==> src/rtl/data_loop_controller.sv <==
// data_loop_controller: consumer side of the main/data controller handshake.
// Latches the block geometry on data_prepare_i and issues one tile request per
// block in row-major order over valid/ready. It tracks tiles still in flight and
// pulses loop_finished_o once every accepted tile has reported done.
// Optional build macro DATA_LOOP_PERF_EN adds loop_cycles_o, a saturating
// count of the cycles spent in ISSUE and DRAIN for the most recent loop.
//
// state | meaning
// IDLE  | waiting for data_prepare_i
// ISSUE | issuing tile requests, throttled by MAX_OUTSTANDING
// DRAIN | all tiles accepted, waiting for outstanding to reach 0
// DONE  | loop_finished_o pulsed; waiting for data_prepare_i to drop
module data_loop_controller #(
   parameter int MAX_OUTSTANDING = 4,
   parameter int CNT_W           = 4
) (
   input  logic       clk,
   input  logic       reset_n,
   input  logic       data_prepare_i,
   input  logic [7:0] block_width_i,
   input  logic [7:0] block_height_i,
   input  logic [3:0] data_id_i,
   input  logic       size_type_i,
   output logic       tile_valid_o,
   input  logic       tile_ready_i,
   output logic [7:0] tile_row_o,
   output logic [7:0] tile_col_o,
   output logic [3:0] tile_id_o,
   output logic       tile_size_type_o,
   output logic       tile_last_o,
   input  logic       tile_done_i,
   output logic       busy_o,
   output logic       loop_finished_o
`ifdef DATA_LOOP_PERF_EN
   ,
   output logic [15:0] loop_cycles_o
`endif
);

   typedef enum logic [1:0] {IDLE, ISSUE, DRAIN, DONE} state_t;

   state_t           state, state_nxt;
   logic [7:0]       row, col, width, height;
   logic [3:0]       id;
   logic             size_type;
   logic [CNT_W-1:0] outstanding;
   logic             finished;
   logic             start, accept, col_end, row_end;

   assign start   = (state == IDLE) && data_prepare_i;
   assign col_end = (col == width - 8'd1);
   assign row_end = (row == height - 8'd1);

   assign tile_valid_o     = (state == ISSUE) && (outstanding < CNT_W'(MAX_OUTSTANDING));
   assign accept           = tile_valid_o && tile_ready_i;
   // Gated by ISSUE so that reset/IDLE (width=0 latched) never shows a stray last.
   assign tile_last_o      = (state == ISSUE) && col_end && row_end;
   assign tile_row_o       = row;
   assign tile_col_o       = col;
   assign tile_id_o        = id;
   assign tile_size_type_o = size_type;
   assign busy_o           = (state != IDLE);
   assign loop_finished_o  = finished;

   // State register.
   always_ff @(posedge clk or negedge reset_n) begin
      if (!reset_n) state <= IDLE;
      else          state <= state_nxt;
   end

   // Next-state logic; the loop always runs to completion once started.
   always_comb begin
      state_nxt = state;
      case (state)
         IDLE:    if (data_prepare_i) state_nxt = ISSUE;
         ISSUE:   if (accept && tile_last_o) state_nxt = DRAIN;
         DRAIN:   if (outstanding == '0) state_nxt = DONE;
         DONE:    if (!data_prepare_i) state_nxt = IDLE;
         default: state_nxt = IDLE;
      endcase
   end

   // Loop fields and row-major tile position; the position holds on the final
   // accept so row never steps past height-1.
   always_ff @(posedge clk or negedge reset_n) begin
      if (!reset_n) begin
         width     <= '0;
         height    <= '0;
         id        <= '0;
         size_type <= 1'b0;
         row       <= '0;
         col       <= '0;
      end else if (start) begin
         width     <= (block_width_i  == 8'd0) ? 8'd1 : block_width_i;
         height    <= (block_height_i == 8'd0) ? 8'd1 : block_height_i;
         id        <= data_id_i;
         size_type <= size_type_i;
         row       <= '0;
         col       <= '0;
      end else if (accept && !tile_last_o) begin
         if (col_end) begin
            col <= '0;
            row <= row + 8'd1;
         end else begin
            col <= col + 8'd1;
         end
      end
   end

   // Tiles in flight: accept and done together cancel; a stray done at zero is dropped.
   always_ff @(posedge clk or negedge reset_n) begin
      if (!reset_n)
         outstanding <= '0;
      else if (start)
         outstanding <= '0;
      else if (accept && !tile_done_i)
         outstanding <= outstanding + CNT_W'(1);
      else if (tile_done_i && !accept && (outstanding != '0))
         outstanding <= outstanding - CNT_W'(1);
   end

   // Finish pulse, high for the first DONE cycle only.
   always_ff @(posedge clk or negedge reset_n) begin
      if (!reset_n) finished <= 1'b0;
      else          finished <= (state == DRAIN) && (outstanding == '0);
   end

`ifdef DATA_LOOP_PERF_EN
   // Saturating active-cycle counter, cleared as a new loop starts.
   always_ff @(posedge clk or negedge reset_n) begin
      if (!reset_n)
         loop_cycles_o <= '0;
      else if (start)
         loop_cycles_o <= '0;
      else if (((state == ISSUE) || (state == DRAIN)) && (loop_cycles_o != 16'hFFFF))
         loop_cycles_o <= loop_cycles_o + 16'd1;
   end
`endif

endmodule

==> config.mk <==
export PLATFORM = sky130hd
export DESIGN_NAME = data_loop_controller
export DESIGN_NICKNAME = d
export VERILOG_FILES = /design/src/rtl/data_loop_controller.sv
export SDC_FILE = /design/constraint.sdc
export NUM_CORES = 1
export LEC_CHECK = 0
export CAP_MARGIN = 10
export CORE_ASPECT_RATIO = 0.6
export CORE_MARGIN = 2
export CORE_UTILIZATION = 55
export DETAILED_ROUTE_END_ITERATION = 6
export PLACE_DENSITY_LB_ADDON = 0.12
export SLEW_MARGIN = 20
export SYNTH_ARGS = -nofsm -noshare
export SYNTH_HDL_FRONTEND = slang
export SYNTH_SLANG_ARGS = --single-unit
export TNS_END_PERCENT = 100
==> constraint.sdc <==
create_clock -name clk -period 5.4 [get_ports clk]
set_clock_uncertainty 0.2 [all_clocks]
set_input_delay 1.08 -clock clk [delete_from_list [all_inputs] [get_ports clk]]
set_output_delay 1.08 -clock clk [all_outputs]
set_load 0.01 [all_outputs]
==> run metrics, run 1 <==
status finished, final reports clean; Setup crit end kind output pin; Seq/Total Area, Yosys 40.5%; Post-Syn Instances 309; Final Util 72.0%; class of the worst hold path reg2reg; syn_nets 346; CTS tree built; Pleak 1.48 nW; crit path kind reg2out; DR WL/cell 14.9 um; Fill cells 385; die area 5540 sq um; endpoints failing setup 0; CTS root buffer clkbuf_8; starting density of the core 58.4%; Max clock buf depth 2; largest stage delay on the critical path 530 ps; cell area power density 270 nW/um^2; DRC 0; overall power 907 uW; PortBufs 50; Worst-path clk slew 80 ps; Max-slew headroom 40.9%; Synth Register Bits 44; Worst-Skew Late Latency 300 ps; CP top delay family simple AND/OR/NAND/NOR gates; Synth area leaders dfrtp_1 40%, nand2_1 9.5%, ha_1 4.6%; asr flop ratio synth 100%; worst setup margin 873 ps; Mean Syn Cell Area 8.81 sq um; Cell variety after synth 52; initial antenna violation count 0; fin crit share 83.8%; Post-DP HPWL 4610 um; P&R area growth vs syn 23.4%; most used flip-flop cell after synthesis dfrtp_1; total CTS buffers 5; Worst Tran Pin Value 886 ps; # Max-Cap Violations 0; Synth top area share 40.5%; CTS Sinks 44; share of layout cells above drive strength 1 5.88%; Core ar. 4660 sq um; most used cell, CP inv_1; pre-CTS WS 1210 ps; via count 2406; post-CTS sizing 0; Post-synth EDFFs 0; ANT cells 0; fin cells 420; GRT Total Usage 24.1%; Cell Area, Placed 3260 sq um; grt total ovfl 0; RSZ-0062 raised after global routing false; Tmin final 4530 ps; Max FO, Critical Path 5; Worst Path Required 4120 ps; Max Clk Rate 221 MHz; I/O Pins 51; Syn. warnings 0; GPL Wtd Cong 0.860; postcts setup bufs 0; post-layout net count 394; Fin. Hold Viols 0; leading area contributor after synthesis dfrtp_1; Die Wd 94.8 um; Synth Cell Area 2720 sq um; global-route wire length before repair 10300 um; antenna viol nets, final 0; drt initial violations 155; Max VDD drop 281 uV; vias in the first global route 2093; fin area 3360 sq um; vias per cell 5.73; worst-path cell chain inv_1 > ha_1 > or3b_1 > or4_1 > a211oi_1 > o211a_1 > nand4_1 > inv_1 > clkdlybuf4s50_1; setup TNS 0 ps; Die Span Y 58.5 um; Buffers & Inverters on Critical Path 3; placed cell count 413; Slew Viols, Final 0; Hold Slack 279 ps; H-tree depth 2; slowest stage cell, crit path clkdlybuf4s50_1; final WL 6260 um; Critical Path Start Type flop; std cell rows 19; drt first pass iters 4; Post-CTS Hold Buffers 0; Worst Path Arrival 3250 ps; largest net degree at the start of global routing 45
==> state kept, by name, summed over array words and instances, names as in the netlist <==
name,count
height,8
loop_finished_o,1
tile_col_o,8
width,8
tile_id_o,4
state,2
outstanding,4
tile_row_o,8
tile_size_type_o,1
==> routing by layer <==
| metal | routed length (um) | global-route usage [%] | up-vias |
|---|---|---|---|
| met4 | 44 | 4.97 | 0 |
| met2 | 2520 | 33.0 | 82 |
| met3 | 465 | 5.12 | 6 |
| li1 | - | - | 1179 |
| met5 | 0 | 0 | - |
| met1 | 3240 | 39.1 | 1139 |
==> cell families after synthesis <==
logic type	share of synthesized area [%]
simple gates	29.1
mux	1.56
flops	40.5
xor+xnor	7.08
compound gates	13.1
buf+inv	3.31
fa+ha+maj	5.33
==> synth_stat cells (6+ instances only) <==
cell / count
nand2_1: 69
dfrtp_1: 44
nor2_1: 15
a21oi_1: 14
xnor2_1: 13
inv_1: 12
ha_1: 10
nor3_1: 10
nand3_1: 9
xor2_1: 9
a22o_1: 7
and2_1: 7
o21ai_0: 7
clkbuf_1: 6
==> cells in the final DEF (no fill, tap or decap), types with 2 or more instances in the layout <==
cell | Yosys | layout
nand2_1 | 69 | 69
clkdlybuf4s50_1 | 0 | 49
dfrtp_1 | 44 | 44
nor2_1 | 15 | 15
a21oi_1 | 14 | 14
xnor2_1 | 13 | 13
inv_1 | 12 | 12
nor3_1 | 10 | 10
ha_1 | 10 | 10
xor2_1 | 9 | 9
nand3_1 | 9 | 9
and2_1 | 7 | 7
o21ai_0 | 7 | 7
a22o_1 | 7 | 7
clkbuf_8 | 0 | 7
a211oi_1 | 5 | 5
o31ai_1 | 5 | 5
nand3b_1 | 5 | 5
nor4_1 | 5 | 5
and3_1 | 4 | 4
nor2b_1 | 4 | 4
or3_1 | 4 | 4
or4_1 | 4 | 4
nand4_1 | 3 | 3
o21bai_1 | 2 | 2
o211ai_1 | 2 | 2
nand2b_1 | 2 | 2
mux2_2 | 2 | 2
or2_2 | 2 | 2
a21o_1 | 2 | 2
mux2i_1 | 2 | 2
buf_4 | 0 | 2
==> worst paths after layout <==
| check | start | endpoint | slack, ps | depth (start not counted) |
|---|---|---|---|---|
| max in group asynchronous | reset_n | width[3] | 4050 | 1 |
| worst min register to register | tile_size_type_o | tile_size_type_o | 280 | 2 |
| min in group asynchronous | reset_n | height[2] | 580 | 1 |
| worst max-delay path | height[0] | tile_last_o | 870 | 9 |
| worst max register to register | width[0] | tile_row_o[5] | 1980 | 9 |
| worst min-delay path | tile_size_type_o | tile_size_type_o | 280 | 2 |
==> where the power goes <==
part           switching, mW  internal [mW]
Combinational          0.125          0.148
Sequential            0.0490          0.362
Clock                  0.108          0.114
Total                  0.282          0.625
==> worst min-delay path, cell delays in order, from the launching register on <==
cell	delay (ps)
dfrtp_1	350
nand2_1	50
nand2_1	60
==> cell type report <==
class                   instances  area [sq um]  share of cell area, %
inverters                      12          45.0                   1.34
well taps                      63          78.8                   2.35
clock buffers                   7          96.3                   2.87
flip-flops and latches         44          1100                   32.8
multi-input cells             243          1530                   45.6
repair buffers                 51           505                   15.1
Power figures use the tool's default switching activity.
==> run 2: changes to the inputs <==
- CORE_UTILIZATION: 55 -> 47
- clock period: 5.4 -> 4.08 ns (I/O delays scaled with it)
==> run 2 against run 1 <==
Net effect:
- via count decreased by 1.2%
- cell area is 2.5% higher
- sequential share of layout area decreased by 0.79 points
- combinational power grew 35%
- critical path depth did not move
- sequential power rose by 33%
- total power is 34% higher
- register-to-register slack worse by 1300 ps
==> run metrics, run 2 (synthesis results as in run 1) <==
class of the worst hold path reg2reg; PortBufs 50; vias in the first global route 2348; slowest stage cell, crit path or4_4; std cell rows 21; Sw Pwr 387 uW; via count 2378; Final Util 61.7%; Max VDD drop 247 uV; initial antenna violation count 0; FF+latch area 1100 sq um; drt initial violations 72; fin crit share 90.1%; final WL 6690 um; met1 usage 33.5%; total CTS buffers 5; # Max-Cap Violations 0; Slew Viols, Final 0; CTS tree built; worst setup margin 403 ps; Pleak 1.53 nW; Clk pwr share 24.8%; starting density of the core 48.9%; Post-DP HPWL 4750 um; most common cell after layout, fill and taps aside nand2_1; Multi-input gate area 1540 sq um; Hold Slack 278 ps; grt met3 use 4.59%; Post-CTS Hold Buffers 0; setup TNS 0 ps; worst-path cell chain inv_1 > ha_2 > or3b_4 > or4_4 > a211oi_2 > o211a_1 > nand4_1 > inv_1 > dlymetal6s2s_1; post-layout net count 400; grt total ovfl 0; Die Span Y 62.9 um; Max FO, Critical Path 4; DRC 0; die area 6430 sq um; largest stage delay on the critical path 430 ps; endpoints failing setup 0; Max Clk Rate 272 MHz; status finished, final reports clean; Worst Path Arrival 2660 ps; Max clock buf depth 2; RSZ-0062 raised after global routing false; GPL Wtd Cong 0.850; vias per cell 5.37; Tmin final 3680 ps; DR WL/cell 15.1 um; ANT cells 0; most used cell, CP inv_1; CTS Sinks 44; Max-slew headroom 61.8%; met2 GRT Util 31.8%; internal power 831 uW; largest net degree at the start of global routing 45; CP top delay family simple AND/OR/NAND/NOR gates; GRT Total Usage 22.0%; I/O Pins 51; pre-CTS WS 142 ps; H-tree depth 2; Buffers & Inverters on Critical Path 3; commonest non-fill, non-tap cells in the layout 69 x nand2_1, 48 x clkdlybuf4s50_1, 44 x dfrtp_1, 15 x nor2_1, 14 x a21oi_1; P&R area growth vs syn 26.4%; Worst Tran Pin Value 573 ps; Setup crit end kind output pin; crit path kind reg2out; global-route wire length before repair 11200 um; share of layout cells above drive strength 1 8.54%; Die Wd 102 um; Worst Path Required 3060 ps; Net Sw Frac 31.8%; Fill cells 495; cell area power density 354 nW/um^2; busiest grt layer met1; Fin. Hold Viols 0; antenna viol nets, final 0; fin cells 443; Critical Path Start Type flop; CTS root buffer clkbuf_8; Flop pwr share 44.8%; Worst-Skew Late Latency 300 ps; Worst-path clk slew 80 ps; combinational group share of total power 30.4%; drt first pass iters 7; Core ar. 5570 sq um; placed cell count 433
[run 2: power groups by stage]
stage,Combinational (mW),Clock (mW),Sequential [mW]
3_3_place_gp,0.357,0,0.551
2_1_floorplan,0.224,0,0.546
3_5_place_dp,0.369,0,0.551
6_report,0.371,0.302,0.545
4_1_cts,0.373,0.307,0.543
5_1_grt,0.419,0.326,0.554
[run 2: worst min-delay path, delay by kind of cell, from the launching register on]
| kind | cells | cell delay (ps) |
|---|---|---|
| and+or+nand+nor | 2 | 100 |
| DFF | 1 | 350 |
[run 2: timing repair]
action                                  in CTS  in global routing
setup buffers                                2                  1
pin swaps                                    2                  3
endpoints found under the setup margin       1                  1
gates resized for setup                      2                  3
[run 2: metal layers]
| metal | share of wire [%] | wire, um |
|---|---|---|
| met1 | 52 | 3510 |
| met2 | 41 | 2780 |
| met3 | 5.4 | 362 |
| met4 | 0.63 | 42 |
| met5 | 0 | 0 |
[run 2: layout make-up]
type                       count  area share, %
tap                           80           2.91
timing repair buffer          57           16.1
sequential                    44           32.0
clock buffer                   7           2.80
inverter                      12           1.31
multi-input combinational    243           44.9
[run 2: metrics by stage]
step                area, sq um  power, mW
CTS                        3420       1.22
global route               3440       1.30
floorplan                  2720      0.771
global placement           3300      0.908
finish                     3440       1.22
detailed placement         3300      0.920
[run 2: path summary, 6_finish.rpt]
path / startpoint / endpoint / slack (ps) / cells after the start
max in group asynchronous: reset_n / width[0] / 2980 / 1
max reg2reg: width[0] / tile_row_o[5] / 700 / 9
min reg2reg: tile_id_o[3] / tile_id_o[3] / 280 / 2
min: tile_id_o[3] / tile_id_o[3] / 280 / 2
min in group asynchronous: reset_n / state[1] / 310 / 1
max: height[0] / tile_last_o / 400 / 9
==> run 3: changes to the inputs <==
- CORE_ASPECT_RATIO: 0.6 -> 1.2
- SETUP_SLACK_MARGIN: default -> 0.2
==> run 3 against run 2 <==
Net effect:
- die area down 0.27%
- sequential power is essentially flat
- first-iteration DRC count grew 39%
- register-to-register slack better by 20 ps
- combinational power fell by 4%
- sequential share of layout area rose by 0.51 points
- maximum frequency decreased by 1.9%
- global-route usage shrank 1.1 points
- via count is 0.59% higher
==> run metrics, run 3 (synthesis results as in run 1) <==
P&R area growth vs syn 24.4%; Max-slew headroom 58.2%; reg-to-reg startpoint width[0]; GRT Total Usage 20.9%; vias in the first global route 2283; most common cell after layout, fill and taps aside nand2_1; Tmin final 3750 ps; PortBufs 50; Worst Path Required 3060 ps; # Max-Cap Violations 0; ANT cells 0; Die Span Y 87.4 um; Pleak 1.50 nW; status finished, final reports clean; share of layout cells above drive strength 1 7.73%; Cell Area, Placed 3270 sq um; fin area 3390 sq um; class of the worst hold path reg2reg; I/O Pins 51; Die Wd 73.5 um; worst r2r path cells 9; H-tree depth 2; overall power 1.16 mW; Max FO, Critical Path 4; drt initial violations 100; Hold Crit Depth 2; Max VDD drop 251 uV; Slew Viols, Final 0; CTS Sinks 44; DR WL/cell 14.9 um; vias per cell 5.62; worst reg2reg path endpoint tile_row_o[7]; global-route wire length before repair 10500 um; hold endpoint tile_id_o[3]; setup TNS 0 ps; largest net degree at the start of global routing 45; Max clock buf depth 2; DRC 0; die area 6420 sq um; worst setup path startpoint height[1]; Worst Tran Pin Value 625 ps; std cell rows 30; Critical Path Start Type flop; Worst Path Arrival 2730 ps; crit path kind reg2out; Final Util 60.1%; drt first pass iters 4; GPL Wtd Cong 0.795; cell area power density 343 nW/um^2; via count 2392; Setup crit end kind output pin; initial antenna violation count 0; Worst-Skew Late Latency 290 ps; antenna viol nets, final 0; Fin. Hold Viols 0; CTS tree built; RSZ-0062 raised after global routing false; starting density of the core 48.3%; final WL 6350 um; fin crit share 91.9%; Max Clk Rate 267 MHz; Reg2Reg Setup Slack 720 ps; pre-CTS WS 196 ps; endpoints failing setup 0; Post-DP HPWL 4650 um; grt total ovfl 0; total CTS buffers 5; CTS root buffer clkbuf_8; Core ar. 5630 sq um; worst setup margin 332 ps; post-layout net count 399; Fill cells 507; min-delay src tile_id_o[3]; Worst-path clk slew 80 ps; commonest non-fill, non-tap cells in the layout 69 x nand2_1, 48 x clkdlybuf4s50_1, 44 x dfrtp_1, 15 x nor2_1, 14 x a21oi_1; Post-CTS Hold Buffers 0
-- run 3: cell types whose count changed in the layout (fill, tap and decap cells not counted), sizes merged --
cell	previous run	this run
clkinv	0	1
clkbuf	7	6
dlymetal6s2s	1	0
buf	8	7
dlygate4sd2	0	1
-- run 3: worst max path at each step --
stage | slack, ps | to | depth (start not counted)
after floorplan | 860 | tile_last_o | 8
after global placement | 220 | tile_last_o | 9
after detailed placement | 200 | tile_last_o | 9
after CTS | 310 | tile_last_o | 9
after global routing | 180 | tile_last_o | 9
final | 330 | tile_last_o | 9
-- run 3: metal layers --
layer / GRT usage, % / up-vias / part of all wire [%]
met5: 0 / - / 0
met4: 4.79 / 0 / 1.3
met3: 3.13 / 6 / 2.8
met2: 36.9 / 46 / 52
met1: 26.5 / 1152 / 44
li1: - / 1188 / -
-- run 3: worst max-delay path, stage by stage (launching register included) --
cell	delay, ps
dfrtp_1	410
inv_1	80
ha_2	200
or3b_4	390
or4_1	420
a211oi_2	230
o211a_1	220
nand4_1	130
inv_1	90
dlygate4sd2_1	260
-- run 3: power breakdown --
part,internal [mW],switching [mW]
Combinational,0.197,0.160
Clock,0.117,0.143
Sequential,0.480,0.0648
-- run 3: layout make-up --
cell class | count | area, sq um | area share, %
tap | 64 | 80.1 | 2.37
clock inverter | 1 | 5.00 | 0.148
sequential | 44 | 1100 | 32.5
clock buffer | 6 | 72.6 | 2.14
inverter | 12 | 45.0 | 1.33
multi-input combinational | 243 | 1540 | 45.5
timing repair buffer | 56 | 542 | 16.0
-- run 3: metrics by stage --
stage | std cells | hold WS, ps
after floorplan | 309 | 265
after global placement | 415 | 259
after detailed placement | 415 | 266
final | 426 | 282
after global routing | 426 | 312
after CTS | 424 | 288
-- run 3: timing repair --
item,4_1_cts,5_1_grt
setup endpoints to repair,1,1
pin swaps,2,2
gates resized for setup,3,1
setup buffers,2,2
